### config.mk
export PLATFORM = sky130hd
export DESIGN_NAME = fp16_addsub_norm_round
export DESIGN_NICKNAME = d
export VERILOG_FILES = /design/src/rtl/fp16_addsub_norm_round.sv
export SDC_FILE = /design/constraint.sdc
export NUM_CORES = 1
export LEC_CHECK = 0
export ABC_CLOCK_PERIOD_IN_PS = 9500
export BUFFER_PORTS_ARGS = -buffer_cell sky130_fd_sc_hd__buf_2
export CORE_ASPECT_RATIO = 1.2
export CORE_MARGIN = 3
export CORE_UTILIZATION = 60
export CTS_BUF_LIST = sky130_fd_sc_hd__clkbuf_4 sky130_fd_sc_hd__clkbuf_8 sky130_fd_sc_hd__clkbuf_16
export DETAILED_ROUTE_END_ITERATION = 6
export PLACE_DENSITY_LB_ADDON = 0.3
export SYNTH_ARGS = -nofsm -noshare
export SYNTH_HDL_FRONTEND = slang
export SYNTH_SLANG_ARGS = --single-unit
### constraint.sdc
create_clock -name clk -period 9.5 [get_ports clk]
set_input_delay 0 -clock clk [delete_from_list [all_inputs] [get_ports clk]]
set_output_delay 0 -clock clk [all_outputs]
set_load 0.03 [all_outputs]
### src/rtl/fp16_addsub_norm_round.sv
// Binary16 add/sub back end: mantissa add/sub, normalize, round-to-nearest-even, pack.
// Three-stage valid/ready pipeline with one global advance enable.
module fp16_addsub_norm_round (
  input  logic        clk,
  input  logic        rst_n,
  input  logic        in_valid,
  output logic        in_ready,
  input  logic        sign_a_half,
  input  logic        sign_b_half,
  input  logic [13:0] in_mant_a_half_ext,
  input  logic [13:0] in_mant_b_half_ext,
  input  logic [4:0]  in_exp_half,
  input  logic        in_special,
  input  logic [15:0] in_special_result,
  output logic        out_valid,
  input  logic        out_ready,
  output logic [15:0] out_result_half,
  output logic [2:0]  out_flags
);
  localparam int unsigned MANT_W = 14;
  localparam int unsigned SUM_W  = 15;
  localparam int unsigned EXP_W  = 5;
  localparam int unsigned EXPX_W = 6;
  localparam int unsigned RES_W  = 16;
  localparam int unsigned FLAG_W = 3;

  logic adv;

  logic              s1_valid, s1_special, s1_sign;
  logic [RES_W-1:0]  s1_special_result;
  logic [SUM_W-1:0]  s1_sum;
  logic [EXP_W-1:0]  s1_exp;

  logic              s2_valid, s2_special, s2_sign, s2_tiny;
  logic [RES_W-1:0]  s2_special_result;
  logic [MANT_W-1:0] s2_mant;
  logic [EXPX_W-1:0] s2_exp;

  assign adv      = !out_valid | out_ready;
  assign in_ready = adv;

  // Stage 1: magnitude add, or larger-minus-smaller with the larger operand's sign
  logic             eff_sub;
  logic [SUM_W-1:0] sum_c;
  logic             sign_c;
  always_comb begin
    eff_sub = sign_a_half ^ sign_b_half;
    sum_c   = '0;
    sign_c  = sign_a_half;
    if (!eff_sub) begin
      sum_c = SUM_W'(in_mant_a_half_ext) + SUM_W'(in_mant_b_half_ext);
    end else if (in_mant_a_half_ext > in_mant_b_half_ext) begin
      sum_c = SUM_W'(in_mant_a_half_ext - in_mant_b_half_ext);
    end else if (in_mant_b_half_ext > in_mant_a_half_ext) begin
      sum_c  = SUM_W'(in_mant_b_half_ext - in_mant_a_half_ext);
      sign_c = sign_b_half;
    end else begin
      sign_c = 1'b0;
    end
  end

  // Stage 2: normalize; left shift is capped so the exponent never drops below 1
  logic [3:0]        lz;
  logic [EXP_W-1:0]  shift;
  logic [MANT_W-1:0] norm_mant;
  logic [EXPX_W-1:0] norm_exp;
  logic              norm_tiny;
  always_comb begin
    lz = 4'(MANT_W);
    for (int i = 0; i < MANT_W; i++) begin
      if (s1_sum[i]) lz = 4'(MANT_W - 1 - i);
    end
    shift     = (5'(lz) < s1_exp - 5'd1) ? 5'(lz) : s1_exp - 5'd1;
    norm_mant = s1_sum[MANT_W-1:0] << shift;
    norm_exp  = EXPX_W'(s1_exp) - EXPX_W'(shift);
    if (s1_sum[SUM_W-1]) begin
      norm_mant = {s1_sum[14:2], s1_sum[1] | s1_sum[0]};
      norm_exp  = EXPX_W'(s1_exp) + 6'd1;
    end
    norm_tiny = !norm_mant[MANT_W-1];
    if (norm_tiny) norm_exp = '0;
  end

  // Stage 3: round to nearest even, handle carry-out, overflow to infinity, pack
  logic              inexact, round_up;
  logic [11:0]       m11;
  logic [EXPX_W-1:0] rnd_exp;
  logic [RES_W-1:0]  res_c;
  logic [FLAG_W-1:0] flags_c;
  always_comb begin
    inexact  = |s2_mant[2:0];
    round_up = s2_mant[2] & (s2_mant[3] | s2_mant[1] | s2_mant[0]);
    m11      = 12'(s2_mant[13:3]) + 12'(round_up);
    rnd_exp  = s2_exp;
    if (m11[11]) begin
      m11     = m11 >> 1;
      rnd_exp = s2_exp + 6'd1;
    end
    if (s2_tiny && m11[10]) rnd_exp = 6'd1;
    res_c   = {s2_sign, rnd_exp[4:0], m11[9:0]};
    flags_c = {1'b0, s2_tiny & inexact, inexact};
    if (rnd_exp >= 6'd31) begin
      res_c   = {s2_sign, 15'h7C00};
      flags_c = 3'b101;
    end
    if (s2_special) begin
      res_c   = s2_special_result;
      flags_c = '0;
    end
  end

  always_ff @(posedge clk or negedge rst_n) begin
    if (!rst_n) begin
      s1_valid          <= 1'b0;
      s1_special        <= 1'b0;
      s1_sign           <= 1'b0;
      s1_special_result <= '0;
      s1_sum            <= '0;
      s1_exp            <= '0;
      s2_valid          <= 1'b0;
      s2_special        <= 1'b0;
      s2_sign           <= 1'b0;
      s2_tiny           <= 1'b0;
      s2_special_result <= '0;
      s2_mant           <= '0;
      s2_exp            <= '0;
      out_valid         <= 1'b0;
      out_result_half   <= '0;
      out_flags         <= '0;
    end else if (adv) begin
      s1_valid          <= in_valid;
      s1_special        <= in_special;
      s1_sign           <= sign_c;
      s1_special_result <= in_special_result;
      s1_sum            <= sum_c;
      s1_exp            <= in_exp_half;
      s2_valid          <= s1_valid;
      s2_special        <= s1_special;
      s2_sign           <= s1_sign;
      s2_tiny           <= norm_tiny;
      s2_special_result <= s1_special_result;
      s2_mant           <= norm_mant;
      s2_exp            <= norm_exp;
      out_valid         <= s2_valid;
      out_result_half   <= res_c;
      out_flags         <= flags_c;
    end
  end
endmodule

==> results of run 1 <==
## worst register-to-register path, delay by kind of cell (launching register included)
family / cells / cell delay [ns]
XOR/XNOR: 1 / 0.13
flip-flops: 1 / 0.44
adder cells (fa/ha/maj): 3 / 0.92
buffers and inverters: 2 / 0.50
AO/OA/AOI/OAI: 9 / 1.64
AND/OR/NAND/NOR: 7 / 1.54
## metrics by stage
stage / worst slack, ns / area (sq um) / std cells / util (%) / power (mW)
after CTS: 4.28 / 8800 / 1223 / 69.1 / 2.45
after detailed placement: 4.27 / 8260 / 1183 / 64.9 / 2.08
after global placement: 4.45 / 8260 / 1183 / 64.9 / 2.05
after global routing: 3.76 / 8800 / 1223 / 69.1 / 2.66
after floorplan: 5.48 / 7850 / 993 / - / 1.74
final: 4.27 / 8800 / 1223 / 69.1 / 2.47
## metal layers
metal	vias up	GRT usage [%]
met3	57	4.23
met5	-	0
met2	250	51.0
met4	0	13.4
li1	3635	-
met1	3560	36.5
## layout make-up
cell class / count / area [sq um] / share of cell area, %
clock buffer: 10 / 239 / 2.72
multi-input combinational: 774 / 4900 / 55.7
timing repair buffer: 108 / 683 / 7.77
inverter: 62 / 233 / 2.65
sequential: 99 / 2480 / 28.2
clock inverter: 6 / 56.3 / 0.640
tap: 164 / 205 / 2.33
## worst min-delay path by stage
stage | end | start | slack (ns)
CTS | s1_sum[0] | in_mant_b_half_ext[0] | 0.01
floorplan | out_flags[0] | rst_n | -0.30
detailed placement | s2_mant[1] | rst_n | 0.05
global route | s1_sum[0] | in_mant_b_half_ext[0] | 0.03
finish | s1_sum[0] | in_mant_b_half_ext[0] | 0.03
global placement | s2_mant[2] | rst_n | 0.05
## logic make-up after synthesis
family / after synthesis / share of synthesized area [%]
flops: 99 / 31.6
xor+xnor: 29 / 3.24
mux: 26 / 3.46
fa+ha+maj: 59 / 9.79
buf+inv: 120 / 6.12
compound gates: 263 / 22.9
simple gates: 397 / 23.0
## sequential cells by signal, summed over array words and instances, names as in the netlist
| signal | count |
|---|---|
| s2_sign | 1 |
| s2_tiny | 1 |
| s1_sum | 15 |
| s2_valid | 1 |
| out_flags | 3 |
| out_valid | 1 |
| s2_special_result | 16 |
| s1_sign | 1 |
| s2_special | 1 |
| s1_exp | 5 |
| s2_mant | 14 |
| s2_exp | 6 |
| s1_special_result | 16 |
| s1_valid | 1 |
| out_result_half | 16 |
| s1_special | 1 |
## where the power goes
part,switching (mW),total [mW],internal (mW)
Clock,0.172,0.363,0.190
Sequential,0.181,0.765,0.584
Combinational,0.811,1.34,0.527
Total,1.16,2.47,1.30
## cells in the final DEF, fill, tap and decap left out, types with 10 or more instances in the layout
master         Yosys  layout
nand2_1          189     189
dfrtp_1           99      99
buf_2              7      75
nor2_1            73      73
a21oi_1           65      65
inv_1             61      61
o21ai_0           58      58
ha_1              55      55
dlygate4sd3_1      0      24
mux2i_1           22      22
nand3_1           22      22
and3_1            22      22
xnor2_1           20      20
nor3_1            18      18
o211ai_1          17      17
nand2b_1          15      15
a31oi_1           10      10
o31ai_1           10      10
nor4_1            11      10
a221o_1           10      10
==> results.sh, run 1 <==
export IMPL_wl_met2_microns=11000
export IMPL_cts_resized=0
export IMPL_antennaDiodeCount=0
export IMPL_worstSetupStartpoint="s1_sum[9]"
export IMPL_ff2ff_path_depth=22
export IMPL_maxCapViolations=0
export IMPL_wl_microns=21200
export IMPL_h_tree_depth=3
export IMPL_synth_common_cells="189 x nand2_1, 99 x dfrtp_1, 73 x nor2_1"
export IMPL_cp_top_family="compound AO/OA/AOI/OAI gates"
export IMPL_powerDensity_mw_per_mm2=280
export IMPL_yosysMostFrequentCell="nand2_1"
export IMPL_synth_top_area_share_pct=31.6
export IMPL_fin_crit_sh_pct=55.0
export IMPL_path_buf_inv=2
export IMPL_fp_dieW_microns=110
export IMPL_yosys_most_used_dff="dfrtp_1"
export IMPL_slew_limit_headroom_pct=29.1
export IMPL_r2r_end="s2_exp[5]"
export IMPL_grt_pass1_wl_microns=34900
export IMPL_antenna_left=0
export IMPL_crit_slowest_cell="nor2_1"
export IMPL_p_leak_nw=4.20
export IMPL_dr_max_layer_used="met4"
export IMPL_grt_max_degree=61
export IMPL_crit_end="s2_exp[5]"
export IMPL_gp_congestion=0.932
export IMPL_crit_type="reg2reg"
export IMPL_clk_insertion_delay_late_ns=0.35
export IMPL_start_kind="flip-flop"
export IMPL_post_route_min_period_ns=5.23
export IMPL_cts_buffer_depth=2
export IMPL_r2r_slack_ns=4.27
export IMPL_syn_area_sq_mm=0.00785
export IMPL_met1_length_microns=8380
export IMPL_cts_buffers=9
export IMPL_rsz0062_at_grt="false"
export IMPL_drc=0
export IMPL_cp_arrival_ns=5.50
export IMPL_peakVddDrop_mv=0.185
export IMPL_setup_tns_ns=0
export IMPL_avgRoutedWirePerCell_microns=17.3
export IMPL_place_port_buffers=76
export IMPL_dr_pass1_iters=5
export IMPL_grt_total_usage_pct=29.8
export IMPL_min_path_type="in2reg"
export IMPL_cp_required_ns=9.78
export IMPL_skew_ns=0.0100
export IMPL_crit_path_cell_trace="nor2_1 > o311ai_0 > a311oi_1 > ha_1 > a21o_1 > a21oi_1 > or2_2 > o21a_1 > nor2_1 > inv_1 > ha_1 > nand2b_1 > inv_1 > ha_1 > a21o_1 > a21oi_1 > nor2b_1 > o21ai_0 > nand2b_1 > xor2_1 > nand2_1 > a21oi_1"
export IMPL_hold_depth=3
export IMPL_grt_pass1_vias=7177
export IMPL_nets=1169
export IMPL_maxSlewViolCount=0
export IMPL_drive_above_1_share_pct=11.7
export IMPL_cts_setup_buffers=0
export IMPL_fmax_mhz=191
export IMPL_ys_types=78
export IMPL_crit_fanout=12
export IMPL_holdWs_ns=0.0292
export IMPL_dieArea_sq_mm=0.0145
export IMPL_synth_seq_area_share_pct=31.6
export IMPL_yosys_top_cells_area="dfrtp_1 32%, nand2_1 9.0%, ha_1 8.8%, a21oi_1 4.1%, o21ai_0 3.7%"
export IMPL_synth_edf_count=0
export IMPL_yosys_register_bits=99
export IMPL_num_vias=7502
export IMPL_clk_pin_slew_ns=0.07
export IMPL_antenna_found_initial=0
export IMPL_drtIter0Drc=647
export IMPL_grt_ovfl_total=0
export IMPL_rows=45
export IMPL_syn_num_nets=1108
export IMPL_area_growth_pct=12.1
export IMPL_cp_num_cells=22
export IMPL_cts_sinks=99
export IMPL_syn_inst=993
export IMPL_fillers=1081
export IMPL_status="complete, no violations"
export IMPL_via_per_inst=6.13
export IMPL_max_stage_delay_ns=0.62
export IMPL_reg2reg_from="s1_sum[9]"
export IMPL_clockRootBuffer="clkbuf_16"
export IMPL_hold_viol=0
export IMPL_final_setup_viol_count=0
export IMPL_yosysWarnings=0
export IMPL_cts_tree="done"
export IMPL_num_io_pins=77
export IMPL_syn_avg_cell_area_sq_um=7.90
export IMPL_hpwl_microns=15200
export IMPL_worstMarginPinSlew_ns=1.06
export IMPL_die_y_microns=131
export IMPL_synthArstFlopShare_pct=100
export IMPL_start_util_pct=61.7
export IMPL_dr_wl_met3_microns=933
export IMPL_cp_end_kind="flip-flop"
export IMPL_postCtsHoldBufs=24
export IMPL_synth_top_area_cell="dfrtp_1"
export IMPL_coreArea_sq_mm=0.0127
(Power assumes the default switching activity.)
==> run 2: changes to the inputs <==
--- a/config.mk
+++ b/config.mk
@@ -5,11 +5,11 @@
 export SDC_FILE = /design/constraint.sdc
 export NUM_CORES = 1
 export LEC_CHECK = 0
-export ABC_CLOCK_PERIOD_IN_PS = 9500
+export ABC_CLOCK_PERIOD_IN_PS = 4400
 export BUFFER_PORTS_ARGS = -buffer_cell sky130_fd_sc_hd__buf_2
 export CORE_ASPECT_RATIO = 1.2
 export CORE_MARGIN = 3
-export CORE_UTILIZATION = 60
+export CORE_UTILIZATION = 55
 export CTS_BUF_LIST = sky130_fd_sc_hd__clkbuf_4 sky130_fd_sc_hd__clkbuf_8 sky130_fd_sc_hd__clkbuf_16
 export DETAILED_ROUTE_END_ITERATION = 6
 export PLACE_DENSITY_LB_ADDON = 0.3
==> constraint.sdc (replaced) <==
create_clock -name clk -period 4.4 [get_ports clk]
set_input_delay 0 -clock clk [delete_from_list [all_inputs] [get_ports clk]]
set_output_delay 0 -clock clk [all_outputs]
set_load 0.03 [all_outputs]
==> run 2 against run 1 <==
Against the previous run: combinational power rose by 120%; hold slack got worse by 0.0097 ns; first-iteration DRC count down 11%; count of clock-buffer cells in the layout is the same; core utilization is 4.7 points lower; register-to-register slack worse by 4.1 ns; maximum frequency increased by 24%; global-route usage fell by 3.5 points.
==> results.sh, run 2 (synthesis gave the netlist of run 1 again) <==
export IMPL_status="complete, no violations"
export IMPL_power_share_clock_pct=15.4
export IMPL_skew_ns=0.0130
export IMPL_fin_crit_sh_pct=95.5
export IMPL_p_leak_nw=4.27
export IMPL_grt_pass1_vias=7179
export IMPL_seq_power_share_pct=29.8
export IMPL_dr_pass1_iters=5
export IMPL_largestRegisters="out_result_half: 16 flops, s1_special_result: 16 flops, s2_special_result: 16 flops"
export IMPL_setup_ws_ns=0.199
export IMPL_clk_insertion_delay_late_ns=0.34
export IMPL_peakVddDrop_mv=0.271
export IMPL_final_cell_mix="189 x nand2_1, 97 x dfrtp_1, 75 x buf_2"
export IMPL_start_kind="flip-flop"
export IMPL_drive_above_1_share_pct=13.4
export IMPL_gp_congestion=0.934
export IMPL_multi_input_area_sq_mm=0.00493
export IMPL_finalPower_mw=5.44
export IMPL_final_common_cell="nand2_1"
export IMPL_dp_cells=1199
export IMPL_via_per_inst=6.02
export IMPL_num_vias=7465
export IMPL_cts_buffers=9
export IMPL_min_path_type="in2reg"
export IMPL_place_port_buffers=76
export IMPL_nets=1180
export IMPL_die_y_microns=137
export IMPL_avgRoutedWirePerCell_microns=16.6
export IMPL_dieArea_sq_mm=0.0157
export IMPL_antenna_found_initial=0
export IMPL_slew_limit_headroom_pct=26.0
export IMPL_final_setup_viol_count=0
export IMPL_cts_sinks=99
export IMPL_grt_total_usage_pct=26.4
export IMPL_cts_tree="done"
export IMPL_p_switching_mw=2.51
export IMPL_antennaDiodeCount=0
export IMPL_clk_pin_slew_ns=0.07
export IMPL_setup_tns_ns=0
export IMPL_cp_end_kind="flip-flop"
export IMPL_h_tree_depth=3
export IMPL_powerDensity_mw_per_mm2=608
export IMPL_worstMarginPinSlew_ns=1.11
export IMPL_hpwl_microns=15200
export IMPL_power_frac_comb_pct=54.8
export IMPL_start_util_pct=56.5
export IMPL_maxCapViolations=0
export IMPL_fp_dieW_microns=115
export IMPL_internal_power_mw=2.93
export IMPL_swShare_pct=46.1
export IMPL_cp_arrival_ns=4.47
export IMPL_drtIter0Drc=578
export IMPL_num_io_pins=77
export IMPL_coreArea_sq_mm=0.0139
export IMPL_grt_ovfl_total=0
export IMPL_r2r_slack_ns=0.20
export IMPL_register_area_sq_mm=0.00248
export IMPL_antenna_left=0
export IMPL_fillers=1223
export IMPL_clockRootBuffer="clkbuf_16"
export IMPL_fmax_mhz=238
export IMPL_post_route_min_period_ns=4.20
export IMPL_rows=47
export IMPL_grt_pass1_wl_microns=33900
export IMPL_instances_no_fill=1241
export IMPL_area_growth_pct=14.0
export IMPL_hold_viol=0
export IMPL_crit_fanout=6
export IMPL_crit_type="reg2reg"
export IMPL_cts_buffer_depth=2
export IMPL_drc=0
export IMPL_cp_required_ns=4.67
export IMPL_maxSlewViolCount=0
export IMPL_grt_max_degree=71
export IMPL_wl_microns=20500
export IMPL_place_ws_ns=0.0899
run 2: worst paths after layout:
kind | from | cells after the start | to
hold / removal | in_mant_b_half_ext[0] | 3 | s1_sum[0]
setup / recovery | s1_sum[9] | 23 | s2_exp[5]
min in group asynchronous | rst_n | 2 | out_result_half[7]
setup reg to reg | s1_sum[9] | 23 | s2_exp[5]
max in group asynchronous | rst_n | 3 | s1_special_result[15]
hold reg to reg | s2_valid | 1 | out_valid
run 2: area by class of cell:
cell class	instances	share of cell area, %
inverters	62	2.60
flip-flops and latches	99	27.7
clock inverters	6	0.923
clock buffers	10	2.67
repair buffers	119	8.56
well taps	171	2.39
multi-input cells	774	55.1
run 2: worst max-delay path, stage by stage, from the launching register on:
cell,delay (ns)
dfrtp_2,0.46
nor2_2,0.19
o311ai_1,0.13
a311oi_1,0.27
buf_4,0.17
ha_2,0.17
a21o_1,0.10
a21oi_1,0.06
or2_2,0.33
o22ai_1,0.16
nand2b_1,0.17
inv_2,0.08
ha_1,0.28
nand2b_1,0.12
inv_1,0.06
ha_1,0.27
a21o_1,0.16
a21oi_1,0.17
nor2b_1,0.08
o21ai_0,0.17
nand2b_1,0.10
xor2_1,0.16
nand2_1,0.08
a21oi_1,0.18
run 2: power by group through the flow:
stage               registers [mW]  logic [mW]  clock network (mW)
finish                        1.62        2.98               0.839
CTS                           1.60        2.94               0.851
global placement              1.60        2.88                   0
floorplan                     1.66        2.10                   0
detailed placement            1.62        2.90                   0
global route                  1.67        3.32               0.881
run 2: repair_timing:
item	in CTS	in global routing
setup endpoints to repair	1	1
hold endpoints to repair	87	0
pin swaps	1	2
resized for setup	0	10
hold buffers	24	0
buffers inserted	0	2
run 2: per-layer routing:
layer  up-vias  part of all wire, %  track usage, %
li1       3652                    -               -
met4         0                  3.3            11.4
met3        47                  4.0            2.43
met2       224                   52            47.6
met1      3542                   41            31.7
met5         -                    0               0
run 2: through the flow:
stage | hold WS, ns | cell area, sq um | utilization, %
2_1_floorplan | -0.296 | 7850 | -
3_3_place_gp | 0.146 | 8340 | 60.1
3_5_place_dp | 0.159 | 8340 | 60.1
4_1_cts | 0.00849 | 8900 | 64.1
5_1_grt | 0.0249 | 8940 | 64.4
6_report | 0.0196 | 8940 | 64.4
